--- src/rtl/reg_file_re_ar_pkg.sv ---
// reg_file_re_ar_pkg
//   Shared constants and helpers for the register file slice.
//   - DEFAULT_WIDTH / DEFAULT_DEPTH / DEFAULT_RST_VAL : default geometry and reset word
//   - clog2(value)      : ceiling log2, 0 for value <= 1
//   - addr_width(depth) : address bits needed for depth words, never less than 1
package reg_file_re_ar_pkg;

  localparam int DEFAULT_WIDTH   = 8;
  localparam int DEFAULT_DEPTH   = 8;
  localparam int DEFAULT_RST_VAL = 0;

  function automatic int clog2(input int value);
    int result;
    int remaining;
    result    = 0;
    remaining = value - 1;
    while (remaining > 0) begin
      result++;
      remaining = remaining >> 1;
    end
    return result;
  endfunction

  // A single-word address still needs one wire.
  function automatic int addr_width(input int depth);
    return (clog2(depth) < 1) ? 1 : clog2(depth);
  endfunction

endpackage

--- src/rtl/reg_file_re_ar_if.sv ---
// reg_file_re_ar_if
//   Write/read bus of the register file.
//   master : decode side, drives clr, we, waddr, wdata, raddr_a, raddr_b
//            and receives rdata_a, rdata_b
//   slave  : the register file itself
interface reg_file_re_ar_if
  import reg_file_re_ar_pkg::*;
#(
  parameter int WIDTH = DEFAULT_WIDTH,
  parameter int AW    = addr_width(DEFAULT_DEPTH)
);

  logic             clr;
  logic             we;
  logic [AW-1:0]    waddr;
  logic [WIDTH-1:0] wdata;
  logic [AW-1:0]    raddr_a;
  logic [WIDTH-1:0] rdata_a;
  logic [AW-1:0]    raddr_b;
  logic [WIDTH-1:0] rdata_b;

  modport master (
    output clr, we, waddr, wdata, raddr_a, raddr_b,
    input  rdata_a, rdata_b
  );

  modport slave (
    input  clr, we, waddr, wdata, raddr_a, raddr_b,
    output rdata_a, rdata_b
  );

endinterface

--- src/rtl/reg_file_re_ar_word.sv ---
// reg_file_re_ar_word
//   One WIDTH-bit storage word, rising-edge clocked.
//   clk : clock
//   rst : asynchronous active-high reset, loads RST_VAL
//   clr : synchronous clear, loads RST_VAL
//   en  : load d on the edge
//   d   : write data
//   q   : stored value
//   Priority rst > clr > en.
module reg_file_re_ar_word
  import reg_file_re_ar_pkg::*;
#(
  parameter int               WIDTH   = DEFAULT_WIDTH,
  parameter logic [WIDTH-1:0] RST_VAL = WIDTH'(DEFAULT_RST_VAL)
) (
  input  logic             clk,
  input  logic             rst,
  input  logic             clr,
  input  logic             en,
  input  logic [WIDTH-1:0] d,
  output logic [WIDTH-1:0] q
);

  always_ff @(posedge clk or posedge rst) begin
    if (rst) begin
      q <= RST_VAL;
    end else if (clr) begin
      q <= RST_VAL;
    end else if (en) begin
      q <= d;
    end
  end

endmodule

--- src/rtl/reg_file_re_ar.sv ---
// reg_file_re_ar
//   Architectural register file: DEPTH words of WIDTH bits, two combinational
//   read ports, one write port, synchronous clear, optional write-to-read bypass.
//   clk : clock, all state changes on the rising edge
//   rst : asynchronous active-high reset, every word loads RST_VAL
//   bus : slave side of reg_file_re_ar_if (clr, we, waddr, wdata,
//         raddr_a/rdata_a, raddr_b/rdata_b)
//   ZERO_REG=1 hard-wires word 0 to zero; BYPASS=1 forwards a legal
//   same-cycle write to any read port addressing the written word.
module reg_file_re_ar
  import reg_file_re_ar_pkg::*;
#(
  parameter int               WIDTH    = DEFAULT_WIDTH,
  parameter int               DEPTH    = DEFAULT_DEPTH,
  parameter bit               ZERO_REG = 1'b1,
  parameter bit               BYPASS   = 1'b1,
  parameter logic [WIDTH-1:0] RST_VAL  = WIDTH'(DEFAULT_RST_VAL)
) (
  input logic              clk,
  input logic              rst,
  reg_file_re_ar_if.slave  bus
);

  localparam int AW = addr_width(DEPTH);

  logic [WIDTH-1:0] words [DEPTH];
  logic             write_legal;
  logic             bypass_a;
  logic             bypass_b;
  logic [WIDTH-1:0] rdata_a;
  logic [WIDTH-1:0] rdata_b;

  // Out-of-range addresses and the hard-wired zero word never accept data.
  assign write_legal = bus.we && (32'(bus.waddr) < DEPTH) &&
                       !(ZERO_REG && (bus.waddr == '0));

  // Forwarding must not show data that the coming edge will not store,
  // so clear and reset both suppress it.
  assign bypass_a = BYPASS && write_legal && !bus.clr && !rst && (bus.waddr == bus.raddr_a);
  assign bypass_b = BYPASS && write_legal && !bus.clr && !rst && (bus.waddr == bus.raddr_b);

  for (genvar i = 0; i < DEPTH; i++) begin : g_word
    if (ZERO_REG && i == 0) begin : g_zero
      assign words[i] = '0;
    end else begin : g_reg
      logic en;
      assign en = write_legal && (bus.waddr == AW'(i));
      reg_file_re_ar_word #(
        .WIDTH   (WIDTH),
        .RST_VAL (RST_VAL)
      ) u_word (
        .clk (clk),
        .rst (rst),
        .clr (bus.clr),
        .en  (en),
        .d   (bus.wdata),
        .q   (words[i])
      );
    end
  end

  // Addresses past the last word read as zero so the ports never go X.
  always_comb begin
    rdata_a = '0;
    if (32'(bus.raddr_a) < DEPTH) begin
      rdata_a = words[bus.raddr_a];
    end
    if (bypass_a) begin
      rdata_a = bus.wdata;
    end
  end

  always_comb begin
    rdata_b = '0;
    if (32'(bus.raddr_b) < DEPTH) begin
      rdata_b = words[bus.raddr_b];
    end
    if (bypass_b) begin
      rdata_b = bus.wdata;
    end
  end

  assign bus.rdata_a = rdata_a;
  assign bus.rdata_b = rdata_b;

endmodule

--- src/flat_wrapper.sv ---
// flat-port wrapper written by rule: the top's interface ports become plain ports
module reg_file_re_ar_flat import reg_file_re_ar_pkg::*;
#(
  parameter int               WIDTH    = DEFAULT_WIDTH,
  parameter int               DEPTH    = DEFAULT_DEPTH,
  parameter bit               ZERO_REG = 1'b1,
  parameter bit               BYPASS   = 1'b1,
  parameter logic [WIDTH-1:0] RST_VAL  = WIDTH'(DEFAULT_RST_VAL)
)
  (clk, rst, bus_clr, bus_we, bus_waddr, bus_wdata, bus_raddr_a, bus_raddr_b, bus_rdata_a, bus_rdata_b);
  reg_file_re_ar_if #(.WIDTH(WIDTH), .AW(3)) bus_i ();
  input logic clk;
  input logic rst;
  input wire logic [$bits(bus_i.clr)-1:0] bus_clr;
  input wire logic [$bits(bus_i.we)-1:0] bus_we;
  input wire logic [$bits(bus_i.waddr)-1:0] bus_waddr;
  input wire logic [$bits(bus_i.wdata)-1:0] bus_wdata;
  input wire logic [$bits(bus_i.raddr_a)-1:0] bus_raddr_a;
  input wire logic [$bits(bus_i.raddr_b)-1:0] bus_raddr_b;
  output wire logic [$bits(bus_i.rdata_a)-1:0] bus_rdata_a;
  output wire logic [$bits(bus_i.rdata_b)-1:0] bus_rdata_b;
  assign bus_i.clr = bus_clr;
  assign bus_i.we = bus_we;
  assign bus_i.waddr = bus_waddr;
  assign bus_i.wdata = bus_wdata;
  assign bus_i.raddr_a = bus_raddr_a;
  assign bus_i.raddr_b = bus_raddr_b;
  assign bus_rdata_a = bus_i.rdata_a;
  assign bus_rdata_b = bus_i.rdata_b;
  reg_file_re_ar #(.WIDTH(WIDTH), .DEPTH(DEPTH), .ZERO_REG(ZERO_REG), .BYPASS(BYPASS), .RST_VAL(RST_VAL)) u_core (.clk(clk), .rst(rst), .bus(bus_i));
endmodule
--- config.mk ---
export PLATFORM = sky130hd
export DESIGN_NAME = reg_file_re_ar_flat
export DESIGN_NICKNAME = d
export VERILOG_FILES = /design/src/rtl/reg_file_re_ar_pkg.sv /design/src/rtl/reg_file_re_ar_if.sv /design/src/rtl/reg_file_re_ar_word.sv /design/src/rtl/reg_file_re_ar.sv /design/src/flat_wrapper.sv
export SDC_FILE = /design/constraint.sdc
export NUM_CORES = 1
export LEC_CHECK = 0
export ABC_CLOCK_PERIOD_IN_PS = 3800
export BUFFER_PORTS_ARGS = -buffer_cell sky130_fd_sc_hd__buf_2
export CORE_MARGIN = 2
export CORE_UTILIZATION = 40
export CTS_CLUSTER_DIAMETER = 30
export DETAILED_ROUTE_END_ITERATION = 12
export SYNTH_ARGS = -nofsm -noshare
export SYNTH_HDL_FRONTEND = slang
export SYNTH_SLANG_ARGS = --single-unit
--- constraint.sdc ---
create_clock -name clk -period 3.8 [get_ports clk]
set_input_delay 0.57 -clock clk [delete_from_list [all_inputs] [get_ports clk]]
set_output_delay 0.57 -clock clk [all_outputs]
set_load 0.03 [all_outputs]
==> results of run 1 <==
## worst paths after layout
check                                                endpoint  slack [ns]
max                                            bus_rdata_b[3]        0.87
min                        u_core.g_word[7].g_reg.u_word.q[7]        0.35
max reg2reg                u_core.g_word[1].g_reg.u_word.q[2]        3.06
min reg2reg                u_core.g_word[4].g_reg.u_word.q[0]        0.55
max in group asynchronous  u_core.g_word[1].g_reg.u_word.q[2]        2.59
min in group clk           u_core.g_word[4].g_reg.u_word.q[0]        0.55
## layer usage
metal | global-route usage [%] | vias to the layer above
li1 | - | 1415
met1 | 31.5 | 1475
met2 | 35.3 | 66
met3 | 3.48 | 13
met4 | 5.80 | 0
met5 | 0 | -
## through the flow
stage | power (mW) | utilization, % | setup WS (ns)
4_1_cts | 1.21 | 44.1 | 0.900
5_1_grt | 1.25 | 44.1 | 0.747
3_3_place_gp | 0.862 | 43.0 | 0.943
3_5_place_dp | 0.865 | 43.0 | 0.920
2_1_floorplan | 0.803 | - | 1.48
6_report | 1.21 | 44.1 | 0.869
## cell usage in the layout (no fill, tap or decap), drive strengths merged
| cell | count |
|---|---|
| nand2 | 99 |
| dfrtp | 56 |
| a21oi | 48 |
| buf | 42 |
| mux2i | 32 |
| mux2 | 32 |
| a221oi | 24 |
| nor2 | 14 |
| nor2b | 13 |
| a211oi | 8 |
| a311oi | 8 |
| clkbuf | 7 |
| xnor2 | 6 |
| nand4 | 3 |
| or2b | 2 |
| nand3 | 2 |
| nand2b | 2 |
| nor3 | 2 |
| or3 | 1 |
| or2 | 1 |
| nor4b | 1 |
| and2 | 1 |
| and2b | 1 |
| inv | 1 |
| clkinvlp | 1 |
## worst register-to-register path, delay by kind of cell, from the launching register on
family | cells | cell delay (ns)
muxes | 1 | 0.14
DFF | 1 | 0.41
and+or+nand+nor | 1 | 0.05
## synth_stat cells, types with 3 or more instances
cell type | number | area [um2]
a211oi_1 | 8 | 60.1
a21oi_1 | 48 | 240
a221oi_1 | 23 | 201
a311oi_1 | 8 | 70.1
buf_1 | 3 | 11.3
buf_2 | 7 | 35.0
buf_6 | 5 | 56.3
clkbuf_1 | 18 | 67.6
dfrtp_1 | 56 | 1400
mux2_2 | 30 | 338
mux2i_1 | 32 | 320
nand2_1 | 99 | 372
nor2_1 | 13 | 48.8
nor2b_1 | 13 | 81.3
xnor2_1 | 6 | 52.6
## logic make-up (layout without fill, tap and decap cells)
kind of cell | Yosys count | after routing | share of synthesized area [%]
buffers and inverters | 37 | 51 | 5.41
DFF | 56 | 56 | 39.1
and+or+nand+nor | 142 | 142 | 18.5
AOI/OAI and AO/OA | 88 | 88 | 16.4
muxes | 64 | 64 | 19.1
xor gates and xnor gates | 6 | 6 | 1.47
## power groups by stage
stage	clock (mW)	combinational, mW	sequential (mW)
6_report	0.354	0.236	0.617
5_1_grt	0.380	0.255	0.619
4_1_cts	0.360	0.237	0.617
3_5_place_dp	0	0.236	0.628
3_3_place_gp	0	0.234	0.628
2_1_floorplan	0	0.177	0.625
## area by class of cell
class | instances | area share [%]
Tap cell | 108 | 3.51
Inverter | 1 | 0.0976
Clock buffer | 7 | 2.24
Multi-Input combinational cell | 300 | 51.7
Clock inverter | 1 | 0.195
Timing Repair Buffer | 42 | 5.85
Sequential cell | 56 | 36.4
==> flow_summary.ini, run 1 <==
[power]
power_density_nw_per_um2 = 314
peakVddDrop_v = 0.000140
clkPwrFrac_pct = 29.3
seqPwrFrac_pct = 51.1
p_int_uw = 833
pwr-share-comb_pct = 19.5
switching_power_uw = 374
switching_share_pct = 31.0
p_leak_nw = 1.60

[setup_path]
crit_fanout = 13
r2r-start = u_core.g_word[1].g_reg.u_word.q[2]
crit_cells = 6
r2r_cells = 2
required_ns = 3.23
crit_path_max_incr_delay_ns = 0.51
crit_buf_inv = 2
path_cells = buf_2 -> and2b_1 -> a221oi_1 -> a221oi_1 -> mux2_2 -> buf_2
arrival_ns = 2.36
cp-startpoint = bus_raddr_b[0]
cp-end-kind = primary output
critPathSlowestCell = a221oi_1
critical_path_class = in2out
crit_family = compound AO/OA/AOI/OAI gates
start_kind = input pin

[cells_and_area]
design_area_um2 = 3850
diodes = 0
finalNetCount = 427
fin_cells = 515
largest_reg_flops = 56
multi_input_area_um2 = 1990
reg.largest.list = u_core.g_word.g_reg.u_word.q: 56 flops
seqCellArea_um2 = 1400
fillers = 877
drive_above_1_share_pct = 21.6
area_growth_pct = 7.37
regMostFlops = u_core.g_word.g_reg.u_word.q

[clock_tree]
cts.path.max_buffers = 2
clkTransAtPathRegs_ns = 0.10
root_buffer = clkbuf_8
cts_resized = 0
cts_buffers = 5
cts_tree = done
clk_latency_ns = 0.31
ctsHtreeMaxLevel = 2
cts.sinks = 56
post_cts_buffers = 0
hold_buffers = 0

[drt]
antenna_left = 0
drt_pass1_iterations = 4
dr_wl_met3_um = 439
top_layer = met4
drtIter0Drc = 285
drcViolationCount = 0
routed_via_density = 5.77
wl_per_cell_um = 20.1
routedLengthMet1_um = 4740
dr_wl_met2_um = 4990
vias = 2969
wl_um = 10400

[global_routing]
grt_max_degree = 57
grt.overflow.total = 0
grt_antenna_before_repair = 0
grt_pass1_wl_um = 16700
track_usage_pct = 22.1
grt_pass1_vias = 2967

[floorplanning]
dieWidth_um = 98.7
std_cell_rows = 34
coreArea_um2 = 8720
ios = 37
initial_core_util_pct = 41.1
dieArea_um2 = 9730
die-height_um = 98.7

[logic_synthesis]
ys.flop_type = dfrtp_1
synthCells = 393
ys.warnings.count = 0
ys_ff_latch = 56
yosysSeqAreaShare_pct = 39.1
synth_edf_count = 0
synthArstFlopShare_pct = 100
synth_cell_types = 35
syn-num-nets = 414
synth_area_um2 = 3580
postSynthAreaPerCell_um2 = 9.12

[sta]
period_minus_slack_ns = 2.93
setup_viol = 0
max_freq_mhz = 341
hold_viol = 0
slew_viol_final = 0
hold_ws_ns = 0.349
worstMarginPinSlew_ns = 0.858
clock_skew_ns = 0
period_share_pct = 77.1
rsz0062_at_grt = false
setup_tns_ns = 0
relSlewSlack_pct = 42.6

[flow_run]
drv_cap = 0

[placed_design]
gp_congestion = 0.870
io_buffers = 36
dp.cells = 507
dp_hpwl_um = 7210
place_area_um2 = 3750

[run_status]
outcome = completed

[min_path]
hold_path_class = in2async
Note: power is estimated with default switching activity, not from simulation.
==> inputs of run 2 (changes only) <==
--- a/config.mk
+++ b/config.mk
@@ -5,7 +5,7 @@
 export SDC_FILE = /design/constraint.sdc
 export NUM_CORES = 1
 export LEC_CHECK = 0
-export ABC_CLOCK_PERIOD_IN_PS = 3800
+export ABC_CLOCK_PERIOD_IN_PS = 3000
 export BUFFER_PORTS_ARGS = -buffer_cell sky130_fd_sc_hd__buf_2
 export CORE_MARGIN = 2
 export CORE_UTILIZATION = 40
==> constraint.sdc (replaced) <==
create_clock -name clk -period 3 [get_ports clk]
set_input_delay 0.45 -clock clk [delete_from_list [all_inputs] [get_ports clk]]
set_output_delay 0.45 -clock clk [all_outputs]
set_load 0.03 [all_outputs]
==> run 2 against run 1 <==
Clock skew unchanged; combinational power increased by 28%; routed wire length decreased by 2.7%; final cell count increased by 0.78%; clock power increased by 24%; sequential share of layout area decreased by 0.36 points; non-clock buffer count increased by 4; first-iteration DRC count decreased by 40%; critical path depth unchanged; sequential cell count unchanged; highest routed layer unchanged.
==> flow_summary.ini, run 2 (synthesis gave the netlist of run 1 again) <==
[clock_tree]
cts.path.max_buffers = 2
clk_latency_ns = 0.31
cts_resized = 0
cts_buffers = 5
hold_buffers = 0
ctsHtreeMaxLevel = 2
post_cts_buffers = 0
cts_tree = done
root_buffer = clkbuf_8
clkTransAtPathRegs_ns = 0.10
cts.sinks = 56

[sta]
relSlewSlack_pct = 51.4
rsz0062_at_grt = false
setup_tns_ns = 0
period_minus_slack_ns = 2.53
period_share_pct = 84.5
setup_viol = 0
max_freq_mhz = 395
hold_viol = 0
worstMarginPinSlew_ns = 0.727
slew_viol_final = 0
clock_skew_ns = 0

[global_routing]
grt_max_degree = 57
grt_pass1_vias = 3078
track_usage_pct = 21.3
grt.overflow.total = 0
grt_antenna_before_repair = 0
grt_pass1_wl_um = 16500

[run_status]
outcome = completed

[floorplanning]
ios = 37
initial_core_util_pct = 41.1
coreArea_um2 = 8720
dieWidth_um = 98.7
die-height_um = 98.7
std_cell_rows = 34
dieArea_um2 = 9730

[setup_path]
critical_path_class = in2out
cp-end-kind = primary output
crit_fanout = 14
required_ns = 2.55
arrival_ns = 2.08
r2r_cells = 2
start_kind = input pin

[cells_and_area]
final_common_cell = nand2_1
finalNetCount = 431
most-common-layout-cells = nand2_1 (99), dfrtp_1 (56), a21oi_1 (48)
regMostFlops = u_core.g_word.g_reg.u_word.q
diodes = 0
reg.largest.list = u_core.g_word.g_reg.u_word.q: 56 flops
drive_above_1_share_pct = 22.1
area_growth_pct = 8.45
largest_reg_flops = 56
fillers = 861

[min_path]
hold_path_class = in2async

[power]
pwr-share-comb_pct = 19.8
peakVddDrop_v = 0.000219
p_int_mw = 1.06
seqPwrFrac_pct = 51.3
power_density_nw_per_um2 = 392
power.total_mw = 1.52
p_leak_nw = 1.62
clkPwrFrac_pct = 28.9
switching_share_pct = 30.3
switching_power_uw = 462

[drt]
antenna_left = 0
drcViolationCount = 0
drt_pass1_iterations = 4
wl_um = 10100
routed_via_density = 5.85
wl_per_cell_um = 19.4
drtIter0Drc = 171
vias = 3035

[flow_run]
drv_cap = 0

[placed_design]
gp_congestion = 0.851
dp_hpwl_um = 7000
io_buffers = 36
-- run 2: worst paths after layout --
kind / slack, ns / from / end
worst min register to register: 0.54 / u_core.g_word[3].g_reg.u_word.q[6] / u_core.g_word[3].g_reg.u_word.q[6]
worst min-delay path: 0.19 / rst / u_core.g_word[3].g_reg.u_word.q[7]
worst max-delay path: 0.47 / bus_raddr_a[1] / bus_rdata_a[2]
worst max register to register: 2.26 / u_core.g_word[1].g_reg.u_word.q[7] / u_core.g_word[1].g_reg.u_word.q[7]
min in group clk: 0.45 / bus_wdata[7] / u_core.g_word[3].g_reg.u_word.q[7]
max in group asynchronous: 2.52 / rst / u_core.g_word[3].g_reg.u_word.q[0]
-- run 2: routing by layer --
| layer | track usage, % | part of all wire (%) |
|---|---|---|
| met1 | 29.8 | 45 |
| met2 | 34.9 | 48 |
| met3 | 2.98 | 5.3 |
| met4 | 5.80 | 1.7 |
| met5 | 0 | 0 |
-- run 2: power by group through the flow --
stage	Clock [mW]	Sequential, mW	Combinational (mW)
floorplan	0	0.792	0.224
global placement	0	0.795	0.300
detailed placement	0	0.796	0.304
CTS	0.448	0.781	0.305
global route	0.470	0.784	0.329
finish	0.439	0.781	0.302
-- run 2: per-stage QoR --
step                area, um2  std cells  utilization, %  setup slack, ns  hold WS (ns)
finish                   3890        519            44.6            0.465         0.194
global route             3890        519            44.6            0.344         0.248
CTS                      3890        519            44.6            0.453         0.222
detailed placement       3800        511            43.5            0.457         0.528
global placement         3800        511            43.5            0.460         0.520
floorplan                3580        393               -            0.923         0.501
-- run 2: cell type report --
| class | count | area, um2 | area share [%] |
|---|---|---|---|
| timing repair buffer | 46 | 268 | 6.89 |
| multi-input combinational | 300 | 1990 | 51.2 |
| clock buffer | 8 | 90.1 | 2.32 |
| inverter | 1 | 3.75 | 0.0966 |
| sequential | 56 | 1400 | 36.1 |
| tap | 108 | 135 | 3.48 |
-- run 2: critical path: stages --
cell	delay, ns
buf_2	0.31
mux2_2	0.39
a221oi_1	0.33
a311oi_1	0.13
mux2_2	0.29
buf_2	0.17
